<file path="config.mk">
export PLATFORM = sky130hd
export DESIGN_NAME = debounce_fsm
export DESIGN_NICKNAME = d
export VERILOG_FILES = /design/src/rtl/debounce_fsm.sv
export SDC_FILE = /design/constraint.sdc
export NUM_CORES = 1
export LEC_CHECK = 0
export CAP_MARGIN = 20
export CORE_AREA = 2 2 39 41
export DETAILED_ROUTE_END_ITERATION = 6
export DIE_AREA = 0 0 41 43
export GPL_TIMING_DRIVEN = 0
export PLACE_DENSITY_LB_ADDON = 0.05
export SLEW_MARGIN = 20
export SYNTH_ARGS = -nofsm -noshare
export SYNTH_HDL_FRONTEND = slang
export SYNTH_SLANG_ARGS = --single-unit
</file>
<file path="constraint.sdc">
create_clock -name clk -period 2.1 [get_ports clk]
set_clock_uncertainty 0.2 [all_clocks]
set_input_delay 0.21 -clock clk [delete_from_list [all_inputs] [get_ports clk]]
set_output_delay 0.21 -clock clk [all_outputs]
set_load 0.01 [all_outputs]
</file>
<file path="src/rtl/debounce_fsm.sv">
// Switch debouncer: 2-flop synchronizer feeding a 4-state FSM with a stability down-counter.
// Optional macro FALL_TICK_EN adds the db_fall_tick output and its flop.
module debounce_fsm #(
    parameter int CW        = 4,
    parameter int DB_CYCLES = 10
) (
    input  logic clk,
    input  logic reset,
    input  logic sw,
    output logic db_level,
    output logic db_tick
`ifdef FALL_TICK_EN
    ,
    output logic db_fall_tick
`endif
);

    typedef enum logic [1:0] {ZERO, WAIT1, ONE, WAIT0} state_t;

    localparam logic [CW-1:0] RELOAD = CW'(DB_CYCLES - 1);

    logic          r_s1, r_s2;
    state_t        r_state, w_state_nxt;
    logic [CW-1:0] r_cnt, w_cnt_nxt;
    logic          r_level, w_level_nxt;
    logic          r_tick, w_tick_nxt;

    always_ff @(posedge clk or negedge reset) begin
        if (!reset) begin
            r_s1 <= 1'b0;
            r_s2 <= 1'b0;
        end else begin
            r_s1 <= sw;
            r_s2 <= r_s1;
        end
    end

    always_ff @(posedge clk or negedge reset) begin
        if (!reset) begin
            r_state <= ZERO;
            r_cnt   <= '0;
            r_level <= 1'b0;
            r_tick  <= 1'b0;
        end else begin
            r_state <= w_state_nxt;
            r_cnt   <= w_cnt_nxt;
            r_level <= w_level_nxt;
            r_tick  <= w_tick_nxt;
        end
    end

`ifdef FALL_TICK_EN
    logic r_fall, w_fall_nxt;

    always_ff @(posedge clk or negedge reset) begin
        if (!reset) r_fall <= 1'b0;
        else        r_fall <= w_fall_nxt;
    end

    assign db_fall_tick = r_fall;
`endif

    // Ticks default low so they last exactly one cycle after the transition edge.
    always_comb begin
        w_state_nxt = r_state;
        w_cnt_nxt   = r_cnt;
        w_level_nxt = r_level;
        w_tick_nxt  = 1'b0;
`ifdef FALL_TICK_EN
        w_fall_nxt  = 1'b0;
`endif
        case (r_state)
            ZERO: begin
                if (r_s2) begin
                    w_state_nxt = WAIT1;
                    w_cnt_nxt   = RELOAD;
                end
            end
            WAIT1: begin
                if (!r_s2) begin
                    w_state_nxt = ZERO;
                end else if (r_cnt != '0) begin
                    w_cnt_nxt = r_cnt - 1'b1;
                end else begin
                    w_state_nxt = ONE;
                    w_level_nxt = 1'b1;
                    w_tick_nxt  = 1'b1;
                end
            end
            ONE: begin
                if (!r_s2) begin
                    w_state_nxt = WAIT0;
                    w_cnt_nxt   = RELOAD;
                end
            end
            WAIT0: begin
                if (r_s2) begin
                    w_state_nxt = ONE;
                end else if (r_cnt != '0) begin
                    w_cnt_nxt = r_cnt - 1'b1;
                end else begin
                    w_state_nxt = ZERO;
                    w_level_nxt = 1'b0;
`ifdef FALL_TICK_EN
                    w_fall_nxt  = 1'b1;
`endif
                end
            end
            default: w_state_nxt = ZERO;
        endcase
    end

    assign db_level = r_level;
    assign db_tick  = r_tick;

endmodule
</file>
==> results of run 1 <==
[layout by cell type (no fill, tap or decap), types with 2 or more instances in the layout]
| master | instances |
|---|---|
| clkdlybuf4s50_1 | 4 |
| ha_1 | 2 |
| nor3_1 | 2 |
| o21ai_0 | 2 |
| clkbuf_4 | 3 |
| inv_1 | 3 |
| a21oi_1 | 4 |
| dfrtp_1 | 10 |
| nand2_1 | 4 |
[worst max-delay path, cell delays in order (launching register included)]
cell	delay, ns
dfrtp_1	0.42
inv_1	0.10
ha_1	0.23
nand4bb_4	0.16
and2_4	0.19
mux2_4	0.29
[per-layer routing]
layer / vias up / global-route usage / part of all wire / wire, um
met1: 160 / 0.175 / 0.41 / 357
met5: - / 0 / 0 / 0
met3: 0 / 0.0314 / 0.028 / 24
met2: 5 / 0.191 / 0.56 / 479
li1: 151 / - / - / -
met4: 0 / 0.0800 / 0 / 0
[worst max-delay path by stage]
stage	endpoint	cells past startpoint	slack, ns
CTS	r_cnt[0]	5	0.40
global placement	r_cnt[0]	5	0.45
finish	r_cnt[0]	5	0.41
detailed placement	r_cnt[0]	5	0.41
global route	r_cnt[0]	5	0.32
floorplan	r_cnt[0]	5	0.55
[power by group through the flow]
stage / combinational [mW] / sequential, mW / clock [mW]
4_1_cts: 0.261 / 0.322 / 0.181
3_5_place_dp: 0.258 / 0.325 / 0
6_report: 0.257 / 0.322 / 0.175
2_1_floorplan: 0.197 / 0.308 / 0
5_1_grt: 0.287 / 0.332 / 0.192
3_3_place_gp: 0.240 / 0.317 / 0
[state kept, by name, summed over array words and instances, names as in the netlist, named ones only]
name      cells
db_tick       1
r_state       1
r_cnt         4
r_s1          1
db_level      1
r_s2          1
[synthesized netlist by cell type]
master and instances:
o21ai_0 2, and4bb_2 1, nand2_1 4, nand4bb_4 1, mux2_4 1, nand4b_1 1
xor2_2 1, inv_1 3, nor2_1 1, a21oi_1 4, and2_4 1, or2b_1 1
dfrtp_1 10, nor3b_1 1, a41o_1 1, nor3_1 2, and4_2 1, ha_1 2
[layout make-up]
type	count	area, um2	area share
repair buffers	4	40.0	0.0708
clock buffers	4	36.3	0.0642
flip-flops and latches	10	250	0.442
multi-input cells	25	208	0.367
well taps	16	20.0	0.0354
inverters	3	11.3	0.0199
[stage by stage]
step	instance area [um2]	hold slack (ns)
4_1_cts	566	0.0728
3_5_place_dp	529	0.137
6_report	566	0.0637
5_1_grt	566	0.0909
2_1_floorplan	469	-0.286
3_3_place_gp	529	0.132
[kinds of logic after synthesis]
| family | count (synthesis) | share of synthesized area |
|---|---|---|
| and+or+nand+nor | 14 | 0.237 |
| DFF | 10 | 0.533 |
| AOI/OAI and AO/OA | 7 | 0.0853 |
| buffers and inverters | 3 | 0.0240 |
| adders and majority gates | 2 | 0.0533 |
| xor gates and xnor gates | 1 | 0.0347 |
| muxes | 1 | 0.0320 |
==> results.txt, run 1 <==
----------------------------------------------------
[Status]
  Outcome ... completed

[Layout]
  FILL cells ... 133
  Fin nets ... 52
  Layout overhead on the synthesized area ... 20.5%
  End-of-flow core utilization ... 0.409
  Non-filler cells in the finished layout ... 62
  Antenna diodes ... 0
  Fraction of final layout cells sized beyond drive strength 1 ... 0.217

[Synth]
  Most area-hungry cell type in the Yosys netlist ... dfrtp_1
  Synth warnings ... 0
  Cell Area, Synth ... 469 um2
  Synth cell types ... 18
  Sequential-to-total area share from yosys stat ... 0.533
  Top cells by area, synth ... dfrtp_1 53%, nand4bb_4 5.9%, ha_1 5.3%
  Share of the synthesized area in the top cell type ... 0.533
  Synthesized flop and latch total ... 10
  Synthesized netlist net count ... 43
  Number of standard cells after synthesis ... 38
  Post-synthesis area per instance ... 12.3 um2

[Worst setup path]
  Logic depth of the worst register-to-register path ... 5
  Reg2Reg Launch Point ... r_cnt[0]
  Timing startpoint of the critical path ... r_cnt[0]
  Worst Setup Start Kind ... register
  Type of element capturing the critical path ... register
  Worst Path Required ... 2.05 ns
  Data arrival, critical path ... 1.64 ns
  Worst Setup Path Type ... reg -> reg
  FF-to-FF End ... r_cnt[0]
  Worst-path fanout max ... 5
  Minimum setup slack among reg-to-reg paths ... 0.41 ns

[Global routing]
  Maximum number of pins on one net before global-route repair ... 11
  Antenna violations before repair ... 0
  Global-route wire length before repair ... roughly 1500 um
  Total congestion overflow ... 0
  Number of global-route vias before repair ... 349
  Overall track demand over capacity in global routing ... 0.133

[Detailed routing]
  Number of vias per cell after detailed routing ... 5.10
  DRC Markers ... 0
  First-pass detailed-route iteration total ... 3
  Via count ... 316
  Post-detailed-routing wire length ... approximately 860 um
  Initial detailed-routing violation count ... 2
  Number of nets with antenna violations after detailed routing ... 0
  Wire length per cell ... ~14 um

[Power and ir drop]
  Sequential power share ... 0.427
  Proportion of power drawn by combinational gates ... 0.342
  Leakage ... 0.256 nW
  PnR Total Power ... 754 uW
  Share of total power consumed by net switching ... 0.342
  Power density relative to cell area ... 1330 mW/mm2
  Clk network pwr share ... 0.232
  Largest voltage drop on the vdd net ... 0.000575 V
  Internal Pwr Total ... 496 uW
  Net switching component of the power ... 258 uW

[Die]
  Starting utilization of the core area ... 0.339
  Core area ... between 0.001 and 0.0015 mm2
  Horiz. Die Dim ... 41 um
  Die area ... 0.00176 mm2
  Vertical extent of the die ... 43 um
  FP Rows ... 14
  Top-level I/O count ... 5

[Placed design]
  Final weighted congestion in routability-driven placement ... 0.742
  DP Cell Count ... 58
  Port Buffers ... 4
  Post-place setup slack ... 0.413 ns
  Final HPWL from detailed placement ... 605 um

[Timing]
  Total negative slack for setup checks ... 0 ns
  Part of the cycle the worst path needs ... 0.804
  Worst path setup slack after routing ... 0.411 ns
  Max-slew headroom at the worst pin ... 0.687
  Shortest clock period the worst path allows after layout ... around 1.7 ns
  Unrepaired setup endpoints after global routing ... no
  Maximum frequency from static timing analysis ... 592 MHz
  Number of slew-limit violations in the final report ... 0
  Final setup violation count ... 0
  Total count of hold-check failures in the final report ... 0
  Worst-Margin Slew ... 0.468 ns

[Clock tree]
  Number of buffers created by CTS ... 3
  Hold-fix buffers, CTS ... 0
  Number of cells upsized or downsized after cts ... 0
  CTS tree ... yes
  Count of buffers added by post-CTS timing repair for setup ... 0
  Clock sink count ... 10
  Clock tree buffer depth ... 2
  CTS clock-pin slew for the worst setup and hold paths ... 0.07 ns
  Latest clock arrival within the worst-skew pair ... 0.26 ns
  Number of H-tree levels ... 1
  Root cell of the clock tree ... clkbuf_4

[Worst hold path]
  Hold crit path type ... in -> async

[Job]
  Reported max-cap violation count ... 0

----------------------------------------------------
Power figures use the tool's default switching activity.
==> inputs of run 2 (changes only) <==
==> constraint.sdc (replaced) <==
create_clock -name clk -period 1.7 [get_ports clk]
set_clock_uncertainty 0.2 [all_clocks]
set_input_delay 0.17 -clock clk [delete_from_list [all_inputs] [get_ports clk]]
set_output_delay 0.17 -clock clk [all_outputs]
set_load 0.01 [all_outputs]
==> results.txt, run 2 (synthesized netlist as in run 1, its figures left out) <==
----------------------------------------------------
[Timing]
  Number of slew-limit violations in the final report ... 0 (unchanged)
  Shortest clock period the worst path allows after layout ... 1.60 ns (was 1.69 ns)
  Total count of hold-check failures in the final report ... 0 (unchanged)
  Unrepaired setup endpoints after global routing ... no (unchanged)
  Max-slew headroom at the worst pin ... 0.696 (was 0.687)
  Final setup violation count ... 0 (unchanged)
  Part of the cycle the worst path needs ... 0.940 (was 0.804)
  Total negative slack for setup checks ... 0 ns (unchanged)
  Worst-Margin Slew ... 0.455 ns (was 0.468 ns)
  Maximum frequency from static timing analysis ... 625 MHz (was 592 MHz)

[Detailed routing]
  Via count ... 313 (was 316)
  Number of vias per cell after detailed routing ... 4.97 (was 5.10)
  First-pass detailed-route iteration total ... 2 (was 3)
  DRC Markers ... 0 (unchanged)
  Initial detailed-routing violation count ... 3 (was 2)
  Post-detailed-routing wire length ... 881 um (was 861 um)
  Wire length per cell ... 14.0 um (was 13.9 um)
  Number of nets with antenna violations after detailed routing ... 0 (unchanged)

[Power and ir drop]
  Internal Pwr Total ... 636 uW (was 496 uW)
  Proportion of power drawn by combinational gates ... 0.366 (was 0.342)
  Sequential power share ... 0.409 (was 0.427)
  Share of total power consumed by net switching ... 0.344 (was 0.342)
  PnR Total Power ... 970 uW (was 754 uW)
  Power density relative to cell area ... 1660 mW/mm2 (was 1330 mW/mm2)
  Net switching component of the power ... 334 uW (was 258 uW)
  Leakage ... 0.259 nW (was 0.256 nW)
  Largest voltage drop on the vdd net ... 0.000721 V (was 0.000575 V)
  Clk network pwr share ... 0.225 (was 0.232)

[Placed design]
  Port Buffers ... 4 (unchanged)
  Final HPWL from detailed placement ... 605 um (unchanged)
  Final weighted congestion in routability-driven placement ... 0.742 (unchanged)

[Worst setup path]
  Worst Path Required ... 1.66 ns (was 2.05 ns)
  Data arrival, critical path ... 1.56 ns (was 1.64 ns)
  Type of element capturing the critical path ... register (unchanged)
  Worst Setup Path Type ... reg -> reg (unchanged)
  Minimum setup slack among reg-to-reg paths ... 0.10 ns (was 0.41 ns)
  Slowest cell on the critical path ... dfrtp_1 (unchanged)
  FF-to-FF End ... r_cnt[0] (unchanged)
  Largest incremental delay on the critical path ... 0.38 ns (was 0.42 ns)
  Reg2Reg Launch Point ... r_cnt[1] (was r_cnt[0])
  Cells along the critical path ... inv_1, ha_4, nand4bb_4, and2_4, mux2_4 (was inv_1, ha_1, nand4bb_4, and2_4, mux2_4)
  Worst-path fanout max ... 5 (unchanged)
  Logic depth of the worst register-to-register path ... 5 (unchanged)
  Worst Setup Start Kind ... register (unchanged)

[Clock tree]
  Hold-fix buffers, CTS ... 0 (unchanged)
  Latest clock arrival within the worst-skew pair ... 0.27 ns (was 0.26 ns)
  Number of buffers created by CTS ... 3 (unchanged)
  CTS clock-pin slew for the worst setup and hold paths ... 0.07 ns (about the same)
  Clock sink count ... 10 (unchanged)
  Number of H-tree levels ... 1 (unchanged)
  CTS tree ... yes (unchanged)
  Clock tree buffer depth ... 2 (unchanged)
  Root cell of the clock tree ... clkbuf_4 (unchanged)

[Status]
  Outcome ... completed (unchanged)

[Die]
  Core area ... 0.00138 mm2 (unchanged)
  Horiz. Die Dim ... 41 um (unchanged)
  FP Rows ... 14 (unchanged)
  Die area ... 0.00176 mm2 (unchanged)
  Starting utilization of the core area ... 0.339 (unchanged)
  Vertical extent of the die ... 43 um (unchanged)
  Top-level I/O count ... 5 (unchanged)

[Layout]
  Most common cell after layout, fill and taps aside ... dfrtp_1 (unchanged)
  Number of flip-flops in the largest register ... 4 (unchanged)
  Commonest cells after routing, fill and taps aside ... 10 x dfrtp_1, 4 x nand2_1, 4 x a21oi_1, 4 x clkdlybuf4s50_1, 3 x clkbuf_4 (was 10 x dfrtp_1, 4 x nand2_1, 4 x a21oi_1, 4 x clkdlybuf4s50_1)
  Layout overhead on the synthesized area ... 24.8% (was 20.5%)
  Top register by number of flip-flops ... r_cnt (unchanged)
  Fin nets ... 53 (was 52)
  Antenna diodes ... 0 (unchanged)
  Fraction of final layout cells sized beyond drive strength 1 ... 0.277 (was 0.217)

[Global routing]
  Total congestion overflow ... 0 (unchanged)
  Overall track demand over capacity in global routing ... 0.133 (unchanged)
  Maximum number of pins on one net before global-route repair ... 11 (unchanged)
  Antenna violations before repair ... 0 (unchanged)
  Number of global-route vias before repair ... 349 (unchanged)
  Global-route wire length before repair ... 1520 um (unchanged)

[Worst hold path]
  Hold crit path type ... in -> async (unchanged)

[Job]
  Reported max-cap violation count ... 0 (unchanged)

----------------------------------------------------
-- run 2: cell count changes in the layout (fill, tap and decap cells not counted), sizes merged --
| cell | change |
|---|---|
| buf | +1 |
-- run 2: how the worst max path moves through the flow --
| stage | from | endpoint | slack, ns | depth (start not counted) |
|---|---|---|---|---|
| 2_1_floorplan | r_cnt[0] | r_cnt[0] | 0.15 | 5 |
| 3_3_place_gp | r_cnt[0] | r_cnt[0] | 0.05 | 5 |
| 3_5_place_dp | r_cnt[0] | r_cnt[0] | 0.01 | 5 |
| 4_1_cts | r_cnt[0] | r_cnt[0] | 0.02 | 5 |
| 5_1_grt | r_cnt[0] | r_cnt[0] | 0.04 | 5 |
| 6_report | r_cnt[1] | r_cnt[0] | 0.10 | 5 |
-- run 2: stage by stage --
| stage | cells | hold slack (ns) | worst slack, ns | util | area, um2 |
|---|---|---|---|---|---|
| after floorplan | 38 | -0.326 | 0.154 | - | 469 |
| after global placement | 58 | 0.132 | 0.0512 | 0.382 | 529 |
| after detailed placement | 58 | 0.137 | 0.0129 | 0.382 | 529 |
| after CTS | 62 | 0.0328 | 0.0175 | 0.410 | 568 |
| after global routing | 63 | 0.0603 | 0.0423 | 0.423 | 586 |
| final | 63 | 0.0114 | 0.101 | 0.423 | 586 |
-- run 2: worst max-delay path: cells and delay by family (launching register included) --
kind	cells	cell delay [ns]
fa+ha+maj	1	0.16
simple gates	2	0.34
buf+inv	1	0.13
mux	1	0.29
flops	1	0.38
-- run 2: cell type report --
class / count / area (um2)
well taps: 16 / 20.0
repair buffers: 5 / 47.5
flip-flops and latches: 10 / 250
fillers: 130 / 798
clock buffers: 4 / 36.3
multi-input cells: 25 / 220
inverters: 3 / 11.3
-- run 2: metal layers --
layer	vias up	part of all wire	GRT usage
li1	151	-	-
met1	153	0.43	0.175
met2	7	0.51	0.191
met3	2	0.033	0.0314
met4	0	0.022	0.0800
met5	-	0	0
-- run 2: what timing repair did --
item | CTS | global route
resized for setup | 1 | 2
gates cloned | 0 | 0
setup endpoints to repair | 1 | 1
setup buffers | 0 | 1
-- run 2: power groups by stage --
stage | Combinational [mW] | Sequential (mW) | Clock, mW
finish | 0.355 | 0.396 | 0.219
global route | 0.394 | 0.409 | 0.235
detailed placement | 0.319 | 0.401 | 0
global placement | 0.296 | 0.392 | 0
CTS | 0.325 | 0.398 | 0.224
floorplan | 0.243 | 0.380 | 0
==> inputs of run 3 (changes only) <==
--- a/config.mk
+++ b/config.mk
@@ -11,6 +11,7 @@
 export DIE_AREA = 0 0 41 43
 export GPL_TIMING_DRIVEN = 0
 export PLACE_DENSITY_LB_ADDON = 0.05
+export SKIP_LAST_GASP = 1
 export SLEW_MARGIN = 20
 export SYNTH_ARGS = -nofsm -noshare
 export SYNTH_HDL_FRONTEND = slang
==> results of run 3 <==
No change in the layout: final DEF, timing and power equal those of run 2.
